**src/rtl/pool2x2_stream_if.sv**
```systemverilog
// Stream-side bundle for pool2x2_stream: frame control,
// pixel input handshake and pooled-result output handshake.
interface pool2x2_stream_if #(
  parameter int DATA_W = 32
);

  logic              start;
  logic              mode;
  logic [DATA_W-1:0] in_data;
  logic              in_valid;
  logic              in_ready;
  logic [DATA_W-1:0] out_data;
  logic              out_valid;
  logic              out_ready;
  logic              busy;
  logic              done;

  modport master (
    output start,
    output mode,
    output in_data,
    output in_valid,
    input  in_ready,
    input  out_data,
    input  out_valid,
    output out_ready,
    input  busy,
    input  done
  );

  modport slave (
    input  start,
    input  mode,
    input  in_data,
    input  in_valid,
    output in_ready,
    output out_data,
    output out_valid,
    input  out_ready,
    output busy,
    output done
  );

endinterface

```
**src/rtl/pool2x2_stream.sv**
```systemverilog
// Streaming 2x2 stride-2 average/max pooling over a raster
// feature map, with a one-row line buffer and registered output.
module pool2x2_stream #(
  parameter int DATA_W = 32,
  parameter int FM_W   = 6,
  parameter int FM_H   = 6
) (
  input  logic              clk,
  input  logic              rst,
  pool2x2_stream_if.slave   bus
);

  localparam int CW    = (FM_W > 1) ? $clog2(FM_W) : 1;
  localparam int RW    = (FM_H > 1) ? $clog2(FM_H) : 1;
  localparam int N_OUT = (FM_W / 2) * (FM_H / 2);
  localparam int NW    = $clog2(N_OUT + 1);

  typedef enum logic [1:0] {
    S_IDLE,
    S_RUN,
    S_DRAIN,
    S_FIN
  } state_t;

  state_t state_q;
  state_t state_d;

  logic [CW-1:0] col_q;
  logic [RW-1:0] row_q;
  logic [NW-1:0] cnt_q;
  logic          mode_q;

  logic signed [DATA_W-1:0] lbuf [FM_W];
  logic signed [DATA_W-1:0] hold_q;
  logic signed [DATA_W-1:0] out_data_q;
  logic                     out_valid_q;

  logic in_ready;
  logic busy;
  logic done;

  logic xfer;
  logic hs;
  logic col_last;
  logic row_last;
  logic win;
  logic start_ok;

  logic [CW-1:0] col_m1;

  logic signed [DATA_W-1:0] pix;
  logic signed [DATA_W-1:0] pa;
  logic signed [DATA_W-1:0] pb;
  logic signed [DATA_W-1:0] pc;
  logic signed [DATA_W+1:0] sum;
  logic signed [DATA_W-1:0] avg;
  logic signed [DATA_W-1:0] mx_top;
  logic signed [DATA_W-1:0] mx_bot;
  logic signed [DATA_W-1:0] mx;
  logic signed [DATA_W-1:0] res;

  assign pix      = $signed(bus.in_data);
  assign xfer     = bus.in_valid && in_ready;
  assign hs       = out_valid_q && bus.out_ready;
  assign col_last = (col_q == CW'(FM_W - 1));
  assign row_last = (row_q == RW'(FM_H - 1));
  assign start_ok = (state_q == S_IDLE) && bus.start;
  assign col_m1   = col_q - CW'(1);

  // Odd row, odd col closes a window; odd edge pixels never match.
  assign win = xfer && row_q[0] && col_q[0];

  // ---------------- FSM ----------------
  always_ff @(posedge clk) begin
    if (rst) begin
      state_q <= S_IDLE;
    end else begin
      state_q <= state_d;
    end
  end

  always_comb begin
    state_d = state_q;
    unique case (state_q)
      S_IDLE: begin
        if (bus.start) state_d = S_RUN;
      end
      S_RUN: begin
        if (xfer && col_last && row_last)
          state_d = S_DRAIN;
      end
      S_DRAIN: begin
        if (!out_valid_q || bus.out_ready)
          state_d = S_FIN;
      end
      S_FIN: begin
        state_d = S_IDLE;
      end
      default: begin
        state_d = S_IDLE;
      end
    endcase
  end

  always_comb begin
    in_ready = 1'b0;
    busy     = 1'b0;
    done     = 1'b0;
    unique case (state_q)
      S_IDLE: begin
      end
      S_RUN: begin
        busy     = 1'b1;
        in_ready = !(out_valid_q && !bus.out_ready);
      end
      S_DRAIN: begin
        busy = 1'b1;
      end
      S_FIN: begin
        done = 1'b1;
      end
      default: begin
      end
    endcase
  end

  // ---------------- counters ----------------
  always_ff @(posedge clk) begin
    if (rst) begin
      col_q  <= '0;
      row_q  <= '0;
      mode_q <= 1'b0;
    end else if (start_ok) begin
      col_q  <= '0;
      row_q  <= '0;
      mode_q <= bus.mode;
    end else if (xfer) begin
      if (col_last) begin
        col_q <= '0;
        row_q <= row_last ? '0 : row_q + RW'(1);
      end else begin
        col_q <= col_q + CW'(1);
      end
    end
  end

  always_ff @(posedge clk) begin
    if (rst) begin
      cnt_q <= '0;
    end else if (start_ok) begin
      cnt_q <= '0;
    end else if (hs) begin
      cnt_q <= cnt_q + NW'(1);
    end
  end

  always_ff @(posedge clk) begin
    if (!rst && state_q == S_FIN) begin
      assert (cnt_q == NW'(N_OUT));
    end
  end

  // ---------------- pixel storage ----------------
  // Storage is not reset: every slot is rewritten before use.
  always_ff @(posedge clk) begin
    if (xfer && !row_q[0]) begin
      lbuf[col_q] <= pix;
    end
  end

  always_ff @(posedge clk) begin
    if (xfer && row_q[0] && !col_q[0]) begin
      hold_q <= pix;
    end
  end

  // ---------------- window math ----------------
  assign pa = lbuf[col_m1];
  assign pb = lbuf[col_q];
  assign pc = hold_q;

  always_comb begin
    sum = (DATA_W+2)'(pa) + (DATA_W+2)'(pb)
        + (DATA_W+2)'(pc) + (DATA_W+2)'(pix);
    avg = DATA_W'(sum >>> 2);
  end

  always_comb begin
    mx_top = (pa > pb) ? pa : pb;
    mx_bot = (pc > pix) ? pc : pix;
    mx     = (mx_top > mx_bot) ? mx_top : mx_bot;
    res    = mode_q ? mx : avg;
  end

  // ---------------- output register ----------------
  always_ff @(posedge clk) begin
    if (rst) begin
      out_valid_q <= 1'b0;
      out_data_q  <= '0;
    end else if (win) begin
      out_valid_q <= 1'b1;
      out_data_q  <= res;
    end else if (hs) begin
      out_valid_q <= 1'b0;
    end
  end

  assign bus.in_ready  = in_ready;
  assign bus.out_data  = out_data_q;
  assign bus.out_valid = out_valid_q;
  assign bus.busy      = busy;
  assign bus.done      = done;

endmodule

```
**src/flat_wrapper.sv**
```systemverilog
// flat-port wrapper written by rule: the top's interface ports become plain ports
module pool2x2_stream_flat 
#(
  parameter int DATA_W = 32,
  parameter int FM_W   = 6,
  parameter int FM_H   = 6
)
  (clk, rst, bus_start, bus_mode, bus_in_data, bus_in_valid, bus_in_ready, bus_out_data, bus_out_valid, bus_out_ready, bus_busy, bus_done);
  pool2x2_stream_if #(.DATA_W(DATA_W)) bus_i ();
  input  logic clk;
  input  logic rst;
  input wire logic [$bits(bus_i.start)-1:0] bus_start;
  input wire logic [$bits(bus_i.mode)-1:0] bus_mode;
  input wire logic [$bits(bus_i.in_data)-1:0] bus_in_data;
  input wire logic [$bits(bus_i.in_valid)-1:0] bus_in_valid;
  output wire logic [$bits(bus_i.in_ready)-1:0] bus_in_ready;
  output wire logic [$bits(bus_i.out_data)-1:0] bus_out_data;
  output wire logic [$bits(bus_i.out_valid)-1:0] bus_out_valid;
  input wire logic [$bits(bus_i.out_ready)-1:0] bus_out_ready;
  output wire logic [$bits(bus_i.busy)-1:0] bus_busy;
  output wire logic [$bits(bus_i.done)-1:0] bus_done;
  assign bus_i.start = bus_start;
  assign bus_i.mode = bus_mode;
  assign bus_i.in_data = bus_in_data;
  assign bus_i.in_valid = bus_in_valid;
  assign bus_in_ready = bus_i.in_ready;
  assign bus_out_data = bus_i.out_data;
  assign bus_out_valid = bus_i.out_valid;
  assign bus_i.out_ready = bus_out_ready;
  assign bus_busy = bus_i.busy;
  assign bus_done = bus_i.done;
  pool2x2_stream #(.DATA_W(DATA_W), .FM_W(FM_W), .FM_H(FM_H)) u_core (.clk(clk), .rst(rst), .bus(bus_i));
endmodule
```
**config.mk**
```make
export PLATFORM = sky130hd
export DESIGN_NAME = pool2x2_stream_flat
export DESIGN_NICKNAME = d
export VERILOG_FILES = /design/src/rtl/pool2x2_stream_if.sv /design/src/rtl/pool2x2_stream.sv /design/src/flat_wrapper.sv
export SDC_FILE = /design/constraint.sdc
export NUM_CORES = 1
export LEC_CHECK = 0
export CAP_MARGIN = 30
export CORE_MARGIN = 2
export CORE_UTILIZATION = 29
export CTS_CLUSTER_SIZE = 30
export DETAILED_ROUTE_END_ITERATION = 7
export GPL_TIMING_DRIVEN = 0
export SLEW_MARGIN = 20
export SYNTH_ARGS = -nofsm -noshare
export SYNTH_HDL_FRONTEND = slang
export SYNTH_SLANG_ARGS = --single-unit
```
**constraint.sdc**
```tcl
create_clock -name clk -period 9 [get_ports clk]
set_input_delay 0.9 -clock clk [delete_from_list [all_inputs] [get_ports clk]]
set_output_delay 0.9 -clock clk [all_outputs]
set_load 0.1 [all_outputs]
```
==> run summary, run 1 <==
The clock insertion delay at the later pin of the skew report is 0.61 ns. The clock drives 269 sinks. The slack of the worst reg-to-reg path is 0.33 ns. In this run, post-CTS hold repair placed 0 buffers. After synthesis, the cell types taking the most area are sky130_fd_sc_hd__edfxtp_1, sky130_fd_sc_hd__ha_1, sky130_fd_sc_hd__mux4_2, sky130_fd_sc_hd__fa_1, sky130_fd_sc_hd__mux2i_1. The vias per cell is 5.43.

The H-tree depth reported by CTS came out at 1. The flow ran to the end, and the final reports show no timing, DRC or antenna violations. The routability-driven placement congestion ratio came out at 0.938.

The most numerous cell type found on the critical path is sky130_fd_sc_hd__buf_4. Measured along the x axis, the die boundary spans 253 um. The cell taking the most area after synthesis is sky130_fd_sc_hd__edfxtp_1. The end-of-flow core utilization came out at 34.3%. The number of max-capacitance violations reported is 0. The worst path uses 96.3% of the clock period. The layout net count came out at 1889.

The cell count after placement came out at 2454. The slowest cell on the critical path is sky130_fd_sc_hd__ha_2. The post-synth net total is 1762.

The CTS tree is yes. Cells with a size suffix above 1 make up 12.6% of the layout. The buffer depth of the longest clock path is 3.

Wires add up to 59300 um. The path class of the tightest hold or removal check is register to register. The number of endpoints failing setup at the final stage came out at 0.

The top cell type's share of synthesized area is 37.3%. The repair_antennas step left the layout with diodes totalling 0. The mean instance size in the synthesized netlist is 11.8 sq um. In this run the tightest slew margin relative to its limit is 30.9%. In this run, CTS created clock tree buffers numbering 31. The actual transition at the worst max-transition pin is 1.04 ns.

Static timing analysis puts the maximum clock frequency at 115 MHz. The area of the placeable core is 0.0616 sq mm. The remaining routing DRC violations came out at 0. The height of the chip came out at 253 um.

The total die area is 0.0641 sq mm. The critical path in this run is classified as register to register. Input and output buffers added on the ports amount to 73. The clock-pin slew reported for the worst setup and hold paths after clock tree synthesis came out at 0.06 ns. The tightest hold path in the finished design has a slack of 0.487 ns. The count of nets left with antenna violations after detail routing is 0. At the worst endpoint, the arrival time is 9.12 ns. In the synthesized netlist the dominant register cell turns out to be sky130_fd_sc_hd__edfxtp_1.

The flip-flop and latch count after synthesis came out at 269. The yosys synthesis warning count is 0. The initial antenna violation count was 2. The cell count after synthesis came out at 1523. The worst path required time is 9.45 ns. The kind of end point of the critical path is a register.

Global routing consumed, over all layers together, 18.4% of the routing resources. The netlist area before placement is 0.0180 sq mm. The tree is rooted in a sky130_fd_sc_hd__clkbuf_16. The worst setup path is launched from a register. The I/O pin total is 74. The power density over cell area came out at 370 mW/mm^2.

The fraction of registers with async set or reset after synthesis is 0%. Clock skew on the completed layout was measured at 0.0201 ns. The layout overhead on the synthesized area is 17.3%. The final number of hold-violating endpoints is 0.

The largest stage delay on the critical path came out at 0.49 ns. Entering global routing, the biggest net connects 25 pins. The first-pass GRT wire length is 88000 um.

Dividing the detail-routed wire length by the instance count gives 23.6 um. The number of DRC violations after detailed-routing iteration 0 came out at 1490. The HPWL after detailed placement is 45900 um. For this configuration, the core starts out at a cell density of 29.2%. For this run the aggregate overflow at the end of global routing stands at 0. In the layout the commonest cells are sky130_fd_sc_hd__edfxtp_1, sky130_fd_sc_hd__ha_1, sky130_fd_sc_hd__a21oi_1, sky130_fd_sc_hd__nand2_1, sky130_fd_sc_hd__inv_1.

For this design the static power due to leakage is 0.00765 uW. The total via count after detailed routing is 13.6k. The share of synthesized area occupied by flip-flops and latches is 42.3%. Yosys mapped a number of flops with a built-in enable equal to 224. Leaving out fill and tap cells, the most frequent cell in the layout is sky130_fd_sc_hd__edfxtp_1. The minimum period implied by the final worst setup slack came out at 8.67 ns.

The max-slew violation count was 0. The critical-path maximum fanout came out at 10. The peak ir drop on the vdd network came out at 186 uV. The post-CTS repair timing setup buffer count came out at 0. The cell row count is 91. The first detailed-routing pass ran for 5 iterations.

The via count of the first global-routing pass is 14.0k. The count of distinct cell types in the synthesized netlist is 75. After the flow finishes, the layout carries non-filler instances totaling 2510.
-- worst max-delay path: cells and delay by family, from the launching register on --
family	cells	cell delay [ns]
AO/OA/AOI/OAI	8	2.13
adder cells (fa/ha/maj)	3	1.23
buffers and inverters	10	2.59
flip-flops	1	0.37
multiplexers	1	0.35
AND/OR/NAND/NOR	8	1.83
-- synthesized netlist by cell type (6+ instances only) --
library cell,n
sky130_fd_sc_hd__a211oi_1,12
sky130_fd_sc_hd__a21o_1,31
sky130_fd_sc_hd__a21oi_1,109
sky130_fd_sc_hd__a221o_1,7
sky130_fd_sc_hd__a221oi_1,7
sky130_fd_sc_hd__a22oi_1,16
sky130_fd_sc_hd__and2_1,9
sky130_fd_sc_hd__and3_1,11
sky130_fd_sc_hd__and4_1,6
sky130_fd_sc_hd__buf_1,9
sky130_fd_sc_hd__buf_2,24
sky130_fd_sc_hd__clkbuf_1,29
sky130_fd_sc_hd__dfxtp_1,45
sky130_fd_sc_hd__edfxtp_1,224
sky130_fd_sc_hd__fa_1,65
sky130_fd_sc_hd__ha_1,136
sky130_fd_sc_hd__inv_1,99
sky130_fd_sc_hd__mux2_2,11
sky130_fd_sc_hd__mux2i_1,92
sky130_fd_sc_hd__mux4_2,64
sky130_fd_sc_hd__nand2_1,103
sky130_fd_sc_hd__nand2b_1,8
sky130_fd_sc_hd__nand3_1,48
sky130_fd_sc_hd__nand4_1,22
sky130_fd_sc_hd__nor2_1,68
sky130_fd_sc_hd__nor2b_1,9
sky130_fd_sc_hd__nor3_1,14
sky130_fd_sc_hd__nor4_1,8
sky130_fd_sc_hd__o211ai_1,11
sky130_fd_sc_hd__o21a_1,16
sky130_fd_sc_hd__o21ai_0,75
sky130_fd_sc_hd__o21ai_1,18
sky130_fd_sc_hd__o21bai_1,8
sky130_fd_sc_hd__o22ai_1,7
sky130_fd_sc_hd__o2bb2ai_1,8
sky130_fd_sc_hd__xnor2_1,19
sky130_fd_sc_hd__xor2_1,8
-- cell type report --
| cell class | count | area, sq um |
|---|---|---|
| clock inverter | 23 | 243 |
| fill | 6067 | 40500 |
| timing repair buffer | 94 | 916 |
| multi-input combinational | 1086 | 9780 |
| tap | 837 | 1050 |
| buffer | 69 | 355 |
| sequential | 269 | 7630 |
| clock buffer | 33 | 783 |
| inverter | 99 | 372 |
-- layer usage --
metal	part of all wire, %	GRT usage [%]	routed length [um]
met2	49	31.8	28900
met5	0.051	0	30
met1	41	24.0	24600
met3	7.1	2.68	4190
met4	2.7	5.04	1600
-- sequential cells by signal, summed over array words and instances (netlist names), named ones only --
register,count
u_core.lbuf,192
u_core.bus.out_data,32
u_core.hold_q,32
u_core.col_q,3
u_core.row_q,3
u_core.state_q,2
u_core.bus.out_valid,1
u_core.mode_q,1
-- worst paths after layout --
check	from	to	depth (start not counted)
worst max-delay path	u_core.col_q[0]	u_core.bus.out_data[18]	30
worst min register to register	u_core.bus.out_data[25]	u_core.bus.out_data[25]	2
worst min-delay path	u_core.bus.out_data[25]	u_core.bus.out_data[25]	2
worst max register to register	u_core.col_q[0]	u_core.bus.out_data[18]	30
-- metrics by stage --
step	area (sq um)	TNS, ns	power (uW)	worst slack (ns)
after floorplan	18000	0	4960	2.09
after global placement	19800	-18.71	6350	-0.826
after detailed placement	20000	-18.54	6390	-0.861
after CTS	21100	0	7740	0.0559
after global routing	21100	-0.00261	8360	-0.00261
final	21100	0	7820	0.335
-- where the power goes --
group / switching (uW) / total (uW) / internal [uW] / leakage (uW)
combinational: 3140 / 5100 / 1970 / 0.00477
clock: 550 / 1300 / 746 / 0.000501
sequential: 22.2 / 1420 / 1400 / 0.00238
-- cell families after synthesis --
| family | share of synthesized area, % |
|---|---|
| AO/OA/AOI/OAI | 13.0 |
| XOR/XNOR | 1.31 |
| adder cells (fa/ha/maj) | 16.7 |
| buffers and inverters | 3.85 |
| flip-flops | 42.3 |
| multiplexers | 14.3 |
| AND/OR/NAND/NOR | 8.61 |
-- repair_timing --
| item | in CTS | in global routing |
|---|---|---|
| setup endpoints to repair | 32 | 32 |
| resized for setup | 11 | 18 |
| gates cloned | 0 | 0 |
| pin swaps | 0 | 0 |
No activity file was read; power rests on OpenSTA's default activity.
==> run 2, diff against run 1 <==
Settings changed: CAP_MARGIN 30 to 10, RECOVER_POWER from default to 25.
==> run 2 against run 1 <==
Non-clock buffer count decreased by 3. Sequential share of layout area decreased by 0.14 points. Critical path type unchanged. Final cell count about the same.
==> run summary, run 2 (same netlist as run 1, synthesis figures left out) <==
The clock reaches the later pin of the worst-skew pair after 0.56 ns. The worst setup path is launched from a register. In this run the critical register-to-register path is captured at u_core.bus.out_data[18]. The per-cell routed wire length came out at 23.6 um. The peak ir drop on the vdd network came out at 175 uV. The total length of routed wires is 59300 um.

At the end of routability-driven placement, the weighted congestion stood at 0.938. The count of antenna diodes in the layout is 0. The number of endpoints failing setup at the final stage came out at 0. STA classifies the critical path endpoint as a register. The final number of hold-violating endpoints came out at 0. The total iterations of the first detailed-routing run is 6. The clock root buffer is sky130_fd_sc_hd__clkbuf_16. In the global route stage, overall resource usage came out at 18.5%.

The residual overflow from global routing is 0. The most numerous cell type found on the critical path is sky130_fd_sc_hd__clkbuf_4. The worst slew margin relative to its limit is 24.8%. The critical-path maximum fanout is 10. The area of the placeable core came out at 0.0616 sq mm.

In the layout the commonest cells are sky130_fd_sc_hd__edfxtp_1, sky130_fd_sc_hd__ha_1, sky130_fd_sc_hd__a21oi_1, sky130_fd_sc_hd__nand2_1, sky130_fd_sc_hd__inv_1. The max-slew violation count is 0. After filler insertion, the fill cell instance count of the layout stands at 6102. After routing the design area is 0.0212 sq mm. The number of sinks handled by clock tree synthesis came out at 269. The effective utilization at floorplan came out at 29.2%. The clock-pin slew reported for the worst setup and hold paths after clock tree synthesis came out at 0.06 ns. The share of cells above drive strength 1 is 12.5%. The library cell used most frequently in the layout, excluding fill and tap cells, is sky130_fd_sc_hd__edfxtp_1. Setup repair after global routing left no endpoint under its margin. Clock skew on the completed layout was measured at 0.0202 ns.

The period utilization came out at 95.3%. In this run the cell area measured after placement is 0.0200 sq mm. The layout overhead on the synthesized area is 17.7%. The setup path with the least slack is of type register to register. In this run the post-CTS setup repair buffer count came out at 0. TritonCTS built the clock tree. In this run the vertical extent of the chip is 253 um. The number of DRC violations after detailed-routing iteration 0 is 1419.

The vias per cell came out at 5.42. The maximum clock frequency came out at 117 MHz. The remaining routing DRC violations came out at 0. The number of cells on the worst hold path came out at 2.

The largest stage delay on the critical path is 0.50 ns. The worst path required time came out at 9.42 ns. The count of nets left with antenna violations after detail routing came out at 0. The pin count of the biggest net entering global routing came out at 25. The width of the die is 253 um. The worst hold path terminates at u_core.bus.out_data[25]. In this run the power density over the cells is 373 mW/mm^2. The detailed placer's ending HPWL came out at 45900 um. The accumulated negative setup slack is 0 ns. The total via count after detailed routing came out at 13.6k. The first-pass GRT wire length came out at 88100 um. The via count of the first global-routing pass came out at 13.9k. Counting along the longest clock path gives a buffer depth of 3. The H-tree depth reported by CTS is 2. The number of buffers inserted during clock tree synthesis came out at 34. The number of cells on the worst reg-to-reg path is 30. The data arrival time of the critical path came out at 8.99 ns.

The minimum period implied by the final worst setup slack is 8.57 ns. The initial antenna violation count is 3. The I/O pin total came out at 74. The initialized floorplan defines 91 standard-cell rows.

For this design the static power due to leakage is 0.00769 uW. The number of flip-flops in the largest register is 192. The layout net count is 1889. The count of input and output buffers is 73.

The register bank with the most flops is u_core.lbuf. The number of max-capacitance violations reported came out at 0. The end-of-flow core utilization is 34.4%. Among all stages on the critical path, the largest delay is contributed by sky130_fd_sc_hd__ha_2. The floorplan step defined a die boundary enclosing 0.0641 sq mm.

The worst hold-check path type is register to register. The launch instance of the worst min-delay path is u_core.bus.out_data[25]. The worst register-to-register path begins at u_core.col_q[0]. The actual transition at the worst max-transition pin came out at 1.12 ns. The flow ran to the end, and the final reports show no timing, DRC or antenna violations.

The setup check on the worst reg-to-reg path leaves a slack of 0.43 ns.
run 2: changes by cell type in the layout (fill, tap and decap cells not counted), moves of 3 or more:
cell | previous run | this run
sky130_fd_sc_hd__clkbuf_16 | 31 | 35
sky130_fd_sc_hd__dlygate4sd3_1 | 0 | 21
sky130_fd_sc_hd__clkdlybuf4s50_1 | 73 | 52
sky130_fd_sc_hd__buf_2 | 34 | 31
sky130_fd_sc_hd__clkbuf_1 | 23 | 27
sky130_fd_sc_hd__clkinv_4 | 3 | 0
run 2: how the worst max path moves through the flow:
stage | from | to | slack (ns)
CTS | u_core.col_q[0] | u_core.bus.out_data[0] | 0.08
finish | u_core.col_q[0] | u_core.bus.out_data[18] | 0.43
floorplan | u_core.col_q[0] | u_core.bus.out_data[0] | 2.09
global route | u_core.col_q[0] | u_core.bus.out_data[18] | 0.06
detailed placement | u_core.col_q[0] | u_core.bus.out_data[0] | -0.91
global placement | u_core.col_q[0] | u_core.bus.out_data[0] | -0.83
run 2: worst max-delay path: cells and delay by family (launching register included):
kind / cells / cell delay (ns)
flops: 1 / 0.37
fa+ha+maj: 3 / 1.31
compound gates: 9 / 2.33
mux: 1 / 0.36
buf+inv: 9 / 2.36
simple gates: 8 / 1.68
run 2: power by group:
| group | internal [uW] | total (uW) | switching, uW |
|---|---|---|---|
| logic | 1970 | 5100 | 3130 |
| clock network | 833 | 1400 | 567 |
| registers | 1400 | 1420 | 22.6 |
| total | 4200 | 7920 | 3720 |
run 2: per-stage QoR:
step / setup slack [ns] / total power, uW / hold WS (ns) / instances
final: 0.427 / 7920 / 0.485 / 2512
after floorplan: 2.09 / 4960 / 0.497 / 1523
after CTS: 0.0820 / 7830 / 0.494 / 2512
after global placement: -0.826 / 6350 / 0.482 / 2433
after detailed placement: -0.915 / 6380 / 0.481 / 2451
after global routing: 0.0597 / 8450 / 0.525 / 2512
run 2: routing by layer:
| layer | GRT usage [%] | routed length [um] | up-vias |
|---|---|---|---|
| met5 | 0 | 24 | - |
| met4 | 4.72 | 1370 | 4 |
| met3 | 3.75 | 4620 | 107 |
| met2 | 31.9 | 29000 | 585 |
| met1 | 23.8 | 24400 | 6869 |
| li1 | - | - | 6051 |
run 2: area by class of cell:
cell class,instances,area [sq um],share of cell area [%]
clock inverter,19,213,1.00
multi-input combinational,1086,9790,46.2
clock buffer,42,902,4.25
tap,837,1050,4.94
inverter,99,372,1.75
buffer,69,359,1.69
timing repair buffer,91,898,4.24
sequential,269,7630,36.0
run 2: timing repair:
| item | 4_1_cts | 5_1_grt |
|---|---|---|
| endpoints found under the setup margin | 32 | 32 |
| hold buffers | 0 | 0 |
| resized for setup | 12 | 21 |
| endpoints found under the hold margin | 0 | 0 |
==> run 3, diff against run 2 <==
Settings changed: ABC_AREA from default to 1.
==> run 3 against run 2 <==
Power rose by 12%. Clock power decreased by 4%. Register-to-register slack better by 0.52 ns. Core utilization is 0.43 points lower. Global-route usage increased by 1.6 points. Synthesized area grew 6.8%. Via count grew 26%. Critical path depth is 12 higher. Synthesized cell count up 50%. Largest cell class unchanged. Largest power group unchanged.
==> run summary, run 3 <==
The actual transition at the worst max-transition pin came out at 1.01 ns. The count of antenna diodes in the layout is 0. The largest stage delay on the critical path came out at 0.50 ns. The pin count of the biggest net entering global routing is 22. The count of input and output buffers is 72.

Counting every instance in the synthesized netlist gives 2283. After Yosys synthesis, and, or, nand and nor cells account for 20.5% of the synthesized area. After synthesis, the cell types taking the most area are sky130_fd_sc_hd__edfxtp_1, sky130_fd_sc_hd__nand2_1, sky130_fd_sc_hd__ha_1, sky130_fd_sc_hd__fa_1, sky130_fd_sc_hd__o21ai_0. The initial antenna violation count came to 0. The first routing iteration left 1723 violations. TritonCTS built the clock tree. The layout net count is 2662. The register bank with the most flops is u_core.lbuf. The share of synthesized area occupied by flip-flops and latches is 39.6%. The count of nets left with antenna violations once routing finished came out at 0. The buffer depth of the longest clock path came out at 3. The final number of hold-violating endpoints came out at 0.

The first detailed-routing pass took 5 iterations. The number of flip-flops in the largest register is 192. In this run the most critical hold path is launched from u_core.row_q[2].

The top cell type's share of synthesized area came out at 35.0%. The worst slew margin relative to its limit came out at 32.6%. The kind of cell with the highest combined delay along the critical path is buffers and inverters. Counting flops with an async set or reset pin after synthesis yields a share of 0%.

The cell count of the worst reg-to-reg path is 42. The launching point of the worst reg2reg path is u_core.col_q[0]. The area of the placeable core came out at 0.0657 sq mm. Setup repair after global routing left no endpoint under its margin. The xor and xnor fraction of the mapped netlist area is 0.364%. The kind of end point of the critical path is a register.

The total die area is 0.0684 sq mm. The residual overflow from global routing came out at 0. STA puts the critical path data arrival time at 8.50 ns. The effective utilization at floorplan is 29.3%. Counting every net in the synthesized netlist gives 2522. The number of buffers inserted during clock tree synthesis came out at 35. sky130_fd_sc_hd__edfxtp_1 takes more of the synthesized area than any other cell. By count the netlist is led by sky130_fd_sc_hd__nand2_1, sky130_fd_sc_hd__o21ai_0, sky130_fd_sc_hd__inv_1, sky130_fd_sc_hd__edfxtp_1, sky130_fd_sc_hd__a21oi_1.

The global-route usage over all layers is 20.2%. The layout overhead on the synthesized area is 16.2%. The most common cell after layout, fill and taps aside is sky130_fd_sc_hd__nand2_1. The element type at the critical path start is a register. The H-tree was split into 2 levels. Overall power consumption after layout is estimated at 8900 uW.

The period utilization came out at 89.5%. The final layout contains routed wiring with a total length of 68600 um. The number of cells upsized or downsized after cts came out at 0. The fraction of the mapped netlist area in adder cells came out at 15.6%. The most frequently used flop master after synthesis is sky130_fd_sc_hd__edfxtp_1. The clock insertion delay at the later pin of the skew report came out at 0.56 ns. The via count of the first global-routing pass is 16.7k. The slack of the worst reg-to-reg path is 0.95 ns. The most frequent cell after synthesis is sky130_fd_sc_hd__nand2_1. The number of buffers and inverters on the critical path is 12. The max-slew violation count came out at 0. The complex-gate fraction of the synthesized area is 16.5%. The yosys synthesis warning count is 0. The leakage component of the power is 0.00928 uW. The share of cells above drive strength 1 is 8.21%. The total via count after detailed routing is 17.1k.

The number of setup buffers added after CTS is 0. The slowest stage of the critical path is the sky130_fd_sc_hd__clkbuf_1 cell. The accumulated negative setup slack is 0 ns. For the worst setup path, the data required time is 9.45 ns. The portion of netlist area occupied by mux cells came out at 0.208%. In this run the critical register-to-register path is captured at u_core.bus.out_data[27]. The flip-flop and latch count after synthesis came out at 269.

The peak ir drop on the vdd network came out at 325 uV. Dividing total power by cell area gives a power density of 398 mW/mm^2. The clock root buffer is sky130_fd_sc_hd__clkbuf_16. The cell seen most often among critical-path stages is sky130_fd_sc_hd__nand2_1. For this design the top-level I/O count stands at 74. The vias per cell came out at 5.17.

The width of the die came out at 262 um. Based on the critical path, the design can be clocked at up to 124 MHz. The run finished with clean final reports. The number of sinks handled by clock tree synthesis came out at 269. The critical path is of the register to register type. The cell count after placement is 3250. Across all setup checks in the final design, the least slack found is 0.945 ns. In the routed design, unresolved DRC markers number 0.

The first-pass GRT wire length came out at 103000 um. In the layout the commonest cells are sky130_fd_sc_hd__nand2_1, sky130_fd_sc_hd__o21ai_0, sky130_fd_sc_hd__inv_1, sky130_fd_sc_hd__edfxtp_1, sky130_fd_sc_hd__a21oi_1. For hold timing, the worst endpoint is u_core.row_q[2]. The path class of the tightest hold or removal check is register to register. Hold repair after CTS inserted 0 buffers. The number of max-capacitance violations reported came out at 0.

The cell row count is 94. After synthesis, the mean cell area works out to 8.43 sq um. Counting the fill cells in the layout gives 6751. The height of the chip is 262 um.

The critical-path maximum fanout is 11. The worst setup slack after placement is 1.11 ns. Synthesis instantiated 54 different standard cells from the library. The number of enable flip-flop cells after synthesis is 224. Along the worst hold path, the cell count comes to 2. On the final layout, the worst clock skew is 0.0127 ns. The number of standard cells in the final layout excluding fillers is 3311. After detailed routing, the average wire length per cell comes to 20.7 um. The minimum period implied by the final worst setup slack came out at 8.05 ns. The synthesized netlist occupies a cell area of 0.0192 sq mm. By area, the combinational part of the netlist is dominated by simple AND/OR/NAND/NOR gates.

The number of endpoints failing setup at the final stage is 0. The routability-driven placement congestion ratio is 0.948. The clock-pin slew reported for the worst setup and hold paths after clock tree synthesis came out at 0.06 ns. After legalization and detailed placement, the total HPWL measured 53800 um.
-- run 3: routing by layer --
layer | global-route usage, % | up-vias | part of all wire (%)
li1 | - | 8117 | -
met1 | 27.4 | 8117 | 43
met2 | 32.7 | 758 | 46
met3 | 2.62 | 133 | 7.7
met4 | 7.78 | 0 | 3.5
met5 | 0 | - | 0
-- run 3: final cells by class --
cell class,count,area [sq um],area share [%]
clock buffer,42,923,4.13
multi-input combinational,1679,10300,45.9
timing repair buffer,103,936,4.19
inverter,232,871,3.89
clock inverter,19,135,0.604
buffer,103,524,2.34
tap,864,1080,4.83
sequential,269,7630,34.1
-- run 3: logic make-up after synthesis --
logic type,count (synthesis)
buffers and inverters,335
adder cells (fa/ha/maj),201
XOR/XNOR,8
multiplexers,4
AND/OR/NAND/NOR,900
flip-flops,269
AO/OA/AOI/OAI,566
-- run 3: worst max-delay path by stage --
| stage | from | endpoint | slack, ns | cells past startpoint |
|---|---|---|---|---|
| final | u_core.col_q[0] | u_core.bus.out_data[27] | 0.95 | 42 |
| after global routing | u_core.col_q[0] | u_core.bus.out_data[23] | 0.25 | 44 |
| after CTS | u_core.col_q[0] | u_core.bus.out_data[27] | 1.08 | 44 |
| after detailed placement | u_core.col_q[0] | u_core.bus.out_data[27] | 1.11 | 44 |
| after global placement | bus_out_ready | u_core.lbuf[0][10] | 0.45 | 9 |
| after floorplan | bus_out_ready | u_core.lbuf[4][0] | 2.45 | 8 |
-- run 3: worst reg2reg max path, delay by kind of cell (launching register included) --
family                   cells  cell delay [ns]
buffers and inverters       12             2.66
AO/OA/AOI/OAI                8             1.63
AND/OR/NAND/NOR             19             2.26
flip-flops                   1             0.49
adder cells (fa/ha/maj)      3             0.92
-- run 3: per-stage QoR --
step,utilization (%),area (sq um),hold WS (ns)
6_report,34.0,22400,0.492
5_1_grt,34.0,22400,0.517
4_1_cts,34.0,22400,0.494
3_5_place_dp,32.4,21300,0.480
3_3_place_gp,32.0,21000,0.484
2_1_floorplan,-,19200,0.464
-- run 3: where the power goes --
group          internal (uW)  switching, uW  leakage (uW)  total (uW)
clock network            762            574      0.000521        1340
registers               1390           21.3       0.00238        1420
logic                   2050           4100       0.00638        6150
total                   4200           4700       0.00928        8900
